--- src/rtl/mux_pkg.sv ---
`default_nettype none
// ============================================================================
// Module      : mux_pkg
// Description : Shared state encoding and default sizing for mux2t1_arbiter.
// Revision    : 1.0 - initial release
// ============================================================================
package mux_pkg;

    localparam logic [1:0] IDLE    = 2'b00;
    localparam logic [1:0] GRANT_A = 2'b01;
    localparam logic [1:0] GRANT_B = 2'b10;

    localparam int DEF_MAX_HOLD = 4;
    localparam int DEF_CNT_W    = 3;

    typedef enum logic [1:0] {
        ST_IDLE    = IDLE,
        ST_GRANT_A = GRANT_A,
        ST_GRANT_B = GRANT_B
    } state_t;

endpackage : mux_pkg
`default_nettype wire

--- src/rtl/mux2t1.sv ---
`default_nettype none
// ============================================================================
// Module      : mux2t1
// Description : Existing 2:1 single-bit mux cell; sel=0 picks a, sel=1 picks b.
// Revision    : 1.0 - initial release
// ============================================================================
module mux2t1 (
    input  logic sel,
    input  logic a,
    input  logic b,
    output logic y
);

    assign y = sel ? b : a;

endmodule : mux2t1
`default_nettype wire

--- src/rtl/mux2t1_arbiter.sv ---
`default_nettype none
// ============================================================================
// Module      : mux2t1_arbiter
// Description : Two-requester round-robin arbiter with bounded hold time that
//               drives the mux2t1 select and registers the selected data bit.
// Revision    : 1.0 - initial release
// ============================================================================
module mux2t1_arbiter
    import mux_pkg::*;
#(
    parameter int MAX_HOLD = DEF_MAX_HOLD,
    parameter int CNT_W    = DEF_CNT_W
) (
    input  logic clk,
    input  logic rst_n,
    input  logic req_a,
    input  logic req_b,
    input  logic a,
    input  logic b,
    output logic gnt_a,
    output logic gnt_b,
    output logic sel,
    output logic o,
    output logic busy
);

    localparam logic [CNT_W-1:0] HOLD_LIM = CNT_W'(MAX_HOLD - 1);

    state_t           state_q, state_d;
    logic [CNT_W-1:0] cnt_q, cnt_d;
    logic             last_q, last_d;
    logic             o_q, o_d;
    logic             mux_y;
    logic             hold_expired;

    mux2t1 u_mux2t1 (
        .sel (sel),
        .a   (a),
        .b   (b),
        .y   (mux_y)
    );

    // cnt saturates, so a lone holder that overstays is pre-empted on the
    // first edge at which the other side shows up.
    assign hold_expired = (cnt_q == HOLD_LIM);

    always_comb begin
        state_d = state_q;
        unique case (state_q)
            ST_IDLE: begin
                if (req_a && req_b) begin
                    state_d = last_q ? ST_GRANT_A : ST_GRANT_B;
                end else if (req_a) begin
                    state_d = ST_GRANT_A;
                end else if (req_b) begin
                    state_d = ST_GRANT_B;
                end
            end
            ST_GRANT_A: begin
                if (!req_a) begin
                    state_d = req_b ? ST_GRANT_B : ST_IDLE;
                end else if (req_b && hold_expired) begin
                    state_d = ST_GRANT_B;
                end
            end
            ST_GRANT_B: begin
                if (!req_b) begin
                    state_d = req_a ? ST_GRANT_A : ST_IDLE;
                end else if (req_a && hold_expired) begin
                    state_d = ST_GRANT_A;
                end
            end
            default: state_d = ST_IDLE;
        endcase
    end

    always_comb begin
        cnt_d  = cnt_q;
        last_d = last_q;
        if (state_d != state_q) begin
            cnt_d = '0;
            if (state_d == ST_GRANT_A) begin
                last_d = 1'b0;
            end else if (state_d == ST_GRANT_B) begin
                last_d = 1'b1;
            end
        end else if (state_q != ST_IDLE && !hold_expired) begin
            cnt_d = cnt_q + CNT_W'(1);
        end
    end

    always_comb begin
        o_d = 1'b0;
        if (state_q != ST_IDLE) begin
            o_d = mux_y;
        end
    end

    always_ff @(posedge clk or negedge rst_n) begin
        if (!rst_n) begin
            state_q <= ST_IDLE;
            cnt_q   <= '0;
            last_q  <= 1'b1;
            o_q     <= 1'b0;
        end else begin
            state_q <= state_d;
            cnt_q   <= cnt_d;
            last_q  <= last_d;
            o_q     <= o_d;
        end
    end

    assign gnt_a = (state_q == ST_GRANT_A);
    assign gnt_b = (state_q == ST_GRANT_B);
    assign sel   = gnt_b;
    assign busy  = gnt_a | gnt_b;
    assign o     = o_q;

endmodule : mux2t1_arbiter
`default_nettype wire

--- config.mk ---
export PLATFORM = sky130hd
export DESIGN_NAME = mux2t1_arbiter
export DESIGN_NICKNAME = d
export VERILOG_FILES = /design/src/rtl/mux_pkg.sv /design/src/rtl/mux2t1.sv /design/src/rtl/mux2t1_arbiter.sv
export SDC_FILE = /design/constraint.sdc
export NUM_CORES = 1
export LEC_CHECK = 0
export CAP_MARGIN = 20
export CELL_PAD_IN_SITES_DETAIL_PLACEMENT = 2
export CELL_PAD_IN_SITES_GLOBAL_PLACEMENT = 2
export CORE_ASPECT_RATIO = 1.5
export CORE_MARGIN = 1.5
export CORE_UTILIZATION = 29
export DETAILED_ROUTE_END_ITERATION = 6
export GPL_TIMING_DRIVEN = 1
export PLACE_DENSITY = 0.87
export REMOVE_ABC_BUFFERS = 1
export SLEW_MARGIN = 20
export SYNTH_ARGS = -nofsm -noshare
export SYNTH_HDL_FRONTEND = slang
export SYNTH_SLANG_ARGS = --single-unit
--- constraint.sdc ---
create_clock -name clk -period 2.57 [get_ports clk]
set_input_delay 0.514 -clock clk [delete_from_list [all_inputs] [get_ports clk]]
set_output_delay 0.514 -clock clk [all_outputs]
set_load 0.05 [all_outputs]
==> impl_results.md, run 1 <==
* Routed vias/inst at between 5 and 6
* Status: completed
* Detailed Route WL at around 1.8 mm
* TritonCTS buffer count at 3
* Leakage at between 0.3 and 0.4 nW
* CTS tree: yes
* Total number of vias at 616
* Post-Place Cells at between 100 and 150
* Design Area, Final at 767.0 um2
* Drt pass-1 iters at 4
* Cts hold-fix bufs at 0
* Final WS setup at 0.1570 ns
* Nets@finish at 100
* Worst slew margin at 67.53%
* Avg Inst Size Synth at 8.508 um2
* Seq cells post-synth at 7
* Initial antenna violation count at 0
* Area growth syn-to-layout at 28.78%
* CP Class: flip-flop to flip-flop
* Synth Flop Type: dfrtp_1
* Clock Skew at approximately 0.0011 ns
* Post-CTS setup buffers at 0
* Initial Util at 31.71%
* Chip Width at about 40 um
* Worst-Margin Slew at 0.4855 ns
* Final hold vios at 0
* Core area at ~1900 um2
* Core Rows at 19
* Syn Inst Count at 70
* Global-route wire length before repair at 3.056 mm
* Count leader, synth: inv_1
* Number of DRC markers in iteration 0 at 13
* Synth cell types at 30
* Post-synth top cells: inv_1, ha_1, nor2_1
* Largest net degree at the start of global routing at 10
* Critical path data arrival time at around 2.6 ns
* Post-DP HPWL at 1.503 mm
* Area share of the largest cell type after synthesis at 25.21%
* GPL Wtd Cong at 0.8732
* Worst slack at placement at -0.01411 ns
* Diodes inserted at 0
* Peak Freq at 0.4144 GHz
* M3 GR Usage at a little over 6%
* Clock Sinks at 7
* Setup Viol. Count Final at 0
* Final Max Slew Viols at 0
* MaxCap Viol Count at 0
* # DRC at 0
* Fin crit period at 2.413 ns
* DP Area at 734.5 um2
* Gr ovfl total at 0
* Deepest clock path buffer count at 2
* Number of synthesized flops with an enable pin at 0
* Area of the mapped netlist at about 600 um2
* Aggregate global-route resource usage at 19.78%
* Leading area contributor after synthesis: dfrtp_1
* M1 GR Usage at 22.04%
* Clock transition at path regs at 0.05 ns
* Sequential area share after synthesis at 29.62%
* Ys async rst share at 100.0%
* YS warnings at 0
* Unrepaired setup endpoints after global routing: false
* Pwr/cell area at 1296 nW/um2
* Vias in the first global route at 628
* Startpoint Class: flip-flop
* Hold WC Path Type: input pin to async pin
* Post-layout util at between 40% and 50%
* H-tree depth at 1
* DR WL/cell at roughly 17 um
* Die height at 58.50 um
* Crit path max fanout at 8
* Met2 Use GR at 31.80%
* Area contributors post-synth: dfrtp_1, ha_1, inv_1
* Non-Filler Instances at between 100 and 150
* Worst vdd ir at slightly below 0.6 mV
* Port bufs at 10
* Die ar. at around 2300 um2
* Worst skew pair latency at 0.25 ns
* IO Count at 11
* Share of layout cells above drive strength 1 at between 20% and 30%
* Final worst path period share at 93.89%
* Antenna viol nets, final at 0
* Root buf cell: clkbuf_4
* Worst Path Required at 2.75 ns
* Endpoint class of the critical path: flip-flop
* GR peak layer: met2
## path summary, 6_finish.rpt
check | end | slack [ns] | cells past startpoint | from
max reg2reg | last_q$_DFFE_PN1P_ | 0.16 | 8 | cnt_q[0]$_DFFE_PN0P_
min | cnt_q[1]$_DFFE_PN0P_ | 0.52 | 1 | rst_n
max in group asynchronous | last_q$_DFFE_PN1P_ | 1.76 | 1 | rst_n
min reg2reg | last_q$_DFFE_PN1P_ | 0.52 | 2 | last_q$_DFFE_PN1P_
max | last_q$_DFFE_PN1P_ | 0.16 | 8 | cnt_q[0]$_DFFE_PN0P_
min in group clk | last_q$_DFFE_PN1P_ | 0.52 | 2 | last_q$_DFFE_PN1P_
## layout by cell type, fill, tap and decap left out, types with 2 or more instances in the layout
master and instances:
buf_4 10, inv_1 8, nor2_1 7, ha_1 7, nand2_1 6, dfrtp_1 6, clkdlybuf4s50_1 6, o21ai_0 5
a21oi_1 4, clkbuf_4 3, nand3b_1 2, a211oi_1 2, mux2i_1 2
## power breakdown
| group | switching [mW] | leakage (nW) | internal [mW] |
|---|---|---|---|
| Sequential | 0.0315 | 0.0894 | 0.154 |
| Combinational | 0.439 | 0.236 | 0.269 |
| Clock | 0.0414 | 0.0150 | 0.0593 |
| Total | 0.512 | 0.341 | 0.482 |
## state kept, by name, summed over array words and instances (netlist names)
signal and flops:
cnt_q 3, state_q 2, last_q 1, o 1
## worst max-delay path, stage by stage, from the launching register on
cell and delay (ns):
dfrtp_1 0.39, ha_1 0.21, ha_1 0.27, nand3b_1 0.20, a311o_1 0.35, a31o_2 0.26
ha_1 0.29, a41oi_2 0.18, mux2i_1 0.20
## metal layers
layer | routed length [um] | part of all wire [%]
met5 | 0 | 0
met4 | 64 | 3.5
met3 | 56 | 3.1
met2 | 982 | 54
met1 | 719 | 39
## per-stage QoR
stage,TNS [ns],hold slack (ns),power [mW]
3_3_place_gp,0,0.5241,0.8653
3_5_place_dp,-0.01411,0.5172,0.8959
4_1_cts,0,0.5147,1.010
5_1_grt,0,0.5370,1.081
2_1_floorplan,-0.3459,0.2184,0.6624
6_report,0,0.5203,0.9941
## cells by family after synthesis
kind of cell             after synthesis  share of synthesized area, %
AND/OR/NAND/NOR                       21                         17.86
AO/OA/AOI/OAI                         20                         24.16
buffers and inverters                 12                         8.823
adder cells (fa/ha/maj)                7                         14.71
flip-flops                             7                         29.62
multiplexers                           2                         3.361
XOR/XNOR                               1                         1.471
## layout make-up
| cell class | count | area, um2 |
|---|---|---|
| clock buffers | 4 | 26.28 |
| fillers | 221 | 1111 |
| inverters | 8 | 30.03 |
| multi-input cells | 51 | 372.9 |
| flip-flops and latches | 7 | 176.4 |
| well taps | 21 | 26.28 |
| repair buffers | 16 | 135.1 |
## what timing repair did
action,in CTS,in global routing
hold endpoints to repair,0,0
gates resized for setup,0,1
endpoints found under the setup margin,0,1
Note: power is estimated with default switching activity, not from simulation.
==> run 2, diff against run 1 <==
--- a/config.mk
+++ b/config.mk
@@ -5,15 +5,16 @@
 export SDC_FILE = /design/constraint.sdc
 export NUM_CORES = 1
 export LEC_CHECK = 0
+export ABC_AREA = 1
 export CAP_MARGIN = 20
 export CELL_PAD_IN_SITES_DETAIL_PLACEMENT = 2
 export CELL_PAD_IN_SITES_GLOBAL_PLACEMENT = 2
 export CORE_ASPECT_RATIO = 1.5
 export CORE_MARGIN = 1.5
-export CORE_UTILIZATION = 29
+export CORE_UTILIZATION = 26
 export DETAILED_ROUTE_END_ITERATION = 6
 export GPL_TIMING_DRIVEN = 1
-export PLACE_DENSITY = 0.87
+export PLACE_DENSITY = 0.85
 export REMOVE_ABC_BUFFERS = 1
 export SLEW_MARGIN = 20
 export SYNTH_ARGS = -nofsm -noshare
==> run 2 against run 1 <==
Net effect: final cell count decreased by 2.8%; register-to-register slack better by 0.47 ns; sequential share of layout area is 3.5 points higher.
==> impl_results.md, run 2 <==
* Status: completed
* Pwr Total at 0.9226 mW (-7.2%)
* Final hold vios at 0 (unchanged)
* Post-CTS setup buffers at 0 (unchanged)
* Layout filler cell count at 229 (+3.6%)
* Deepest clock path buffer count at 2 (unchanged)
* Fin Setup TNS at 0 ns (unchanged)
* Detailed Route WL at 1.445 mm (-21%)
* # DRC at 0 (unchanged)
* Met3 wire length at 34 um (-39%)
* Avg Inst Size Synth at 7.454 um2 (-12%)
* Area growth syn-to-layout at 27.82%
* Unrepaired setup endpoints after global routing: false
* Final worst path period share at 96.40% (+2.5 points)
* FF-to-FF End: last_q$_DFFE_PN1P_
* CP Class: flip-flop to output port
* Initial Util at 28.14% (-3.6 points)
* MaxCap Viol Count at 0 (unchanged)
* Initial antenna violation count at 0 (unchanged)
* Design Area, Final at 666.9 um2 (-13%)
* Final Max Slew Viols at 0 (unchanged)
* Area contributors post-synth: dfrtp_1, ha_1, nand2_1
* Synth Area in Compound Gates at 2.878% (-21 points)
* Post-synthesis mux area share at 2.158% (-1.2 points)
* Startpoint Class: flip-flop
* Largest net degree at the start of global routing at 8 (-2)
* Fin crit period at 2.478 ns (+0.06453 ns)
* Nets@finish at 97 (-3.0%)
* Total number of vias at 511 (-17%)
* Synth cell types at 15 (-50%)
* Syn Inst Count at 70 (unchanged)
* Worst slew margin at 66.48% (-1.1 points)
* Worst Path Required at 2.06 ns (-0.69 ns)
* Number of synthesized flops with an enable pin at 0 (unchanged)
* Drt pass-1 iters at 3 (-1)
* Sequential area share after synthesis at 33.81% (+4.2 points)
* Non-Filler Instances at 104 (-2.8%)
* Count leader, synth: nand2_1
* Peak Freq at 0.4036 GHz (-2.6%)
* Leakage at 0.3385 nW (-0.64%)
* IO Count at 11 (unchanged)
* Area share of the largest cell type after synthesis at 28.78% (+3.6 points)
* Adder-Cell Fraction of Synth Area at 16.79% (+2.1 points)
* TritonCTS buffer count at 3 (unchanged)
* Diodes inserted at 0 (unchanged)
* Worst path max stage delay at 0.84 ns (+0.45 ns)
* R2R cell count at 12 (+4)
* Most frequent cells in the layout: nand2_1, inv_1, clkdlybuf4s50_1
* Crit path max fanout at 5 (-3)
* Post-synth top cells: nand2_1, inv_1, ha_1, nand3_1
* Synth Flop Type: dfrtp_1
* Aggregate global-route resource usage at 15.02% (-4.8 points)
* Synthesized-area fraction occupied by and/or/nand/nor cells at 33.33% (+15 points)
* Clock transition at path regs at 0.06 ns (about the same)
* DR WL/cell at 13.89 um (-18%)
* Met2 layer wire length in the routed design at 888 um (-9.6%)
* Seq cells post-synth at 7 (unchanged)
* Reg with most FFs: cnt_q
* Worst skew pair latency at 0.25 ns (about the same)
* Chip Width at 39.58 um (-1.1%)
* Worst slack at placement at 0.2607 ns (+0.2748 ns)
* Post-Place Cells at 100 (-2.9%)
* Cts hold-fix bufs at 0 (unchanged)
* Reg2reg setup slack at 0.63 ns (+0.47 ns)
* Gr ovfl total at 0 (unchanged)
* Vias in the first global route at 600 (-4.5%)
* Ys async rst share at 100.0% (unchanged)
* Leading area contributor after synthesis: dfrtp_1
* Number of flip-flops in the largest register at 3 (unchanged)
* Root buf cell: clkbuf_4
* Number of DRC markers in iteration 0 at 6 (-7)
* Critical Path Stages at 3 (-5)
* CTS resizes at 0 (unchanged)
* DP Area at 640.6 um2 (-13%)
* Area of the mapped netlist at 521.8 um2 (-12%)
* Core area at 1854 um2 (-1.3%)
* Share of layout cells above drive strength 1 at 10.84% (-12 points)
* CP max stage cell: clkdlybuf4s50_1
* Die ar. at 2290 um2 (-2.1%)
* Commonest non-fill, non-tap cell in the layout: nand2_1
* Port bufs at 10 (unchanged)
* Synth Area in XOR/XNOR at 1.679% (+0.21 points)
* Delay-heaviest family, CP: buffers and inverters
* Reg2Reg Launch Point: state_q[0]$_DFF_PN0_
* Clock Skew at 0.007359 ns (+0.006234 ns)
* Metal-1 WL at 522 um (-27%)
* Top routing layer used: met3
* Routed vias/inst at 4.913 (-15%)
* Buf/Inv on CP at 2 (+2)
* Worst Setup SP: state_q[0]$_DFF_PN0_
* Antenna viol nets, final at 0 (unchanged)
* Post-DP HPWL at 1.259 mm (-16%)
* Clock Sinks at 7 (unchanged)
* Global-route wire length before repair at 2.435 mm (-20%)
* Die height at 57.87 um (-1.1%)
* Pwr/cell area at 1383 nW/um2 (+6.7%)
* H-tree depth at 1 (unchanged)
* Largest family of logic cells by synthesized area: simple AND/OR/NAND/NOR gates
* Final WS setup at 0.09246 ns (-0.06453 ns)
* Setup Viol. Count Final at 0 (unchanged)
* Hold WC Path Type: flip-flop to flip-flop
* CTS tree: yes
* Core Rows at 19 (unchanged)
* Endpoint class of the critical path: output port
* YS warnings at 0 (unchanged)
* CP Capture Point: gnt_b
* Worst vdd ir at 0.4408 mV (-26%)
* Worst-Margin Slew at 0.5013 ns (+0.01575 ns)
* Critical path data arrival time at 1.96 ns (-0.64 ns)
* Ordered list of cells on the worst path: inv_1 > ha_1 > clkdlybuf4s50_1
* Biggest regs: cnt_q x3, state_q x2
* GPL Wtd Cong at 0.6416 (-27%)
==> run 2: changes by cell type after synthesis, sizes merged, moves of 3 or more <==
cell   change
a21oi      -3
nand2     +17
o21ai      -4
nand3      +7
inv        +3
==> run 2: kinds of logic after synthesis <==
group,count (synthesis)
xor+xnor,1
mux,1
fa+ha+maj,7
buf+inv,12
flops,7
compound gates,3
simple gates,39
==> run 2: worst min path at each step <==
stage               cells past startpoint          startpoint              endpoint  slack (ns)
finish                                  2  last_q$_DFFE_PN1P_    last_q$_DFFE_PN1P_        0.47
global route                            2  last_q$_DFFE_PN1P_    last_q$_DFFE_PN1P_        0.48
CTS                                     2  last_q$_DFFE_PN1P_    last_q$_DFFE_PN1P_        0.48
detailed placement                      2  last_q$_DFFE_PN1P_    last_q$_DFFE_PN1P_        0.47
global placement                        2  last_q$_DFFE_PN1P_    last_q$_DFFE_PN1P_        0.45
floorplan                               0               rst_n  cnt_q[0]$_DFFE_PN0P_        0.22
==> run 2: power breakdown <==
part,leakage (nW),internal (mW),switching [mW]
Combinational,0.234,0.209,0.420
Clock,0.0150,0.0593,0.0421
Sequential,0.0899,0.157,0.0346
Total,0.338,0.426,0.497
==> run 2: final cells by class <==
cell class                      instances  area [um2]  share of cell area, %
Inverter                               11       41.29                  6.191
Multi-Input combinational cell         51       296.5                  44.47
Timing Repair Buffer                   10       100.1                  15.01
Tap cell                               21       26.28                  3.940
Clock buffer                            4       26.28                  3.940
Sequential cell                         7       176.4                  26.45
==> run 2: worst min-delay path: cells and delay by family (launching register included) <==
kind | cells | cell delay [ns]
simple gates | 2 | 0.10
flops | 1 | 0.37
==> run 2: metal layers <==
layer,GRT usage (%),vias to the layer above
li1,-,248
met2,31.62,8
met3,2.299,0
met5,0,-
met4,2.956,0
met1,13.14,255
==> run 2: metrics by stage <==
step	utilization, %	hold slack, ns
after CTS	35.96	0.4778
after floorplan	-	0.2184
final	35.96	0.4707
after detailed placement	34.55	0.4690
after global placement	34.55	0.4500
after global routing	35.96	0.4843
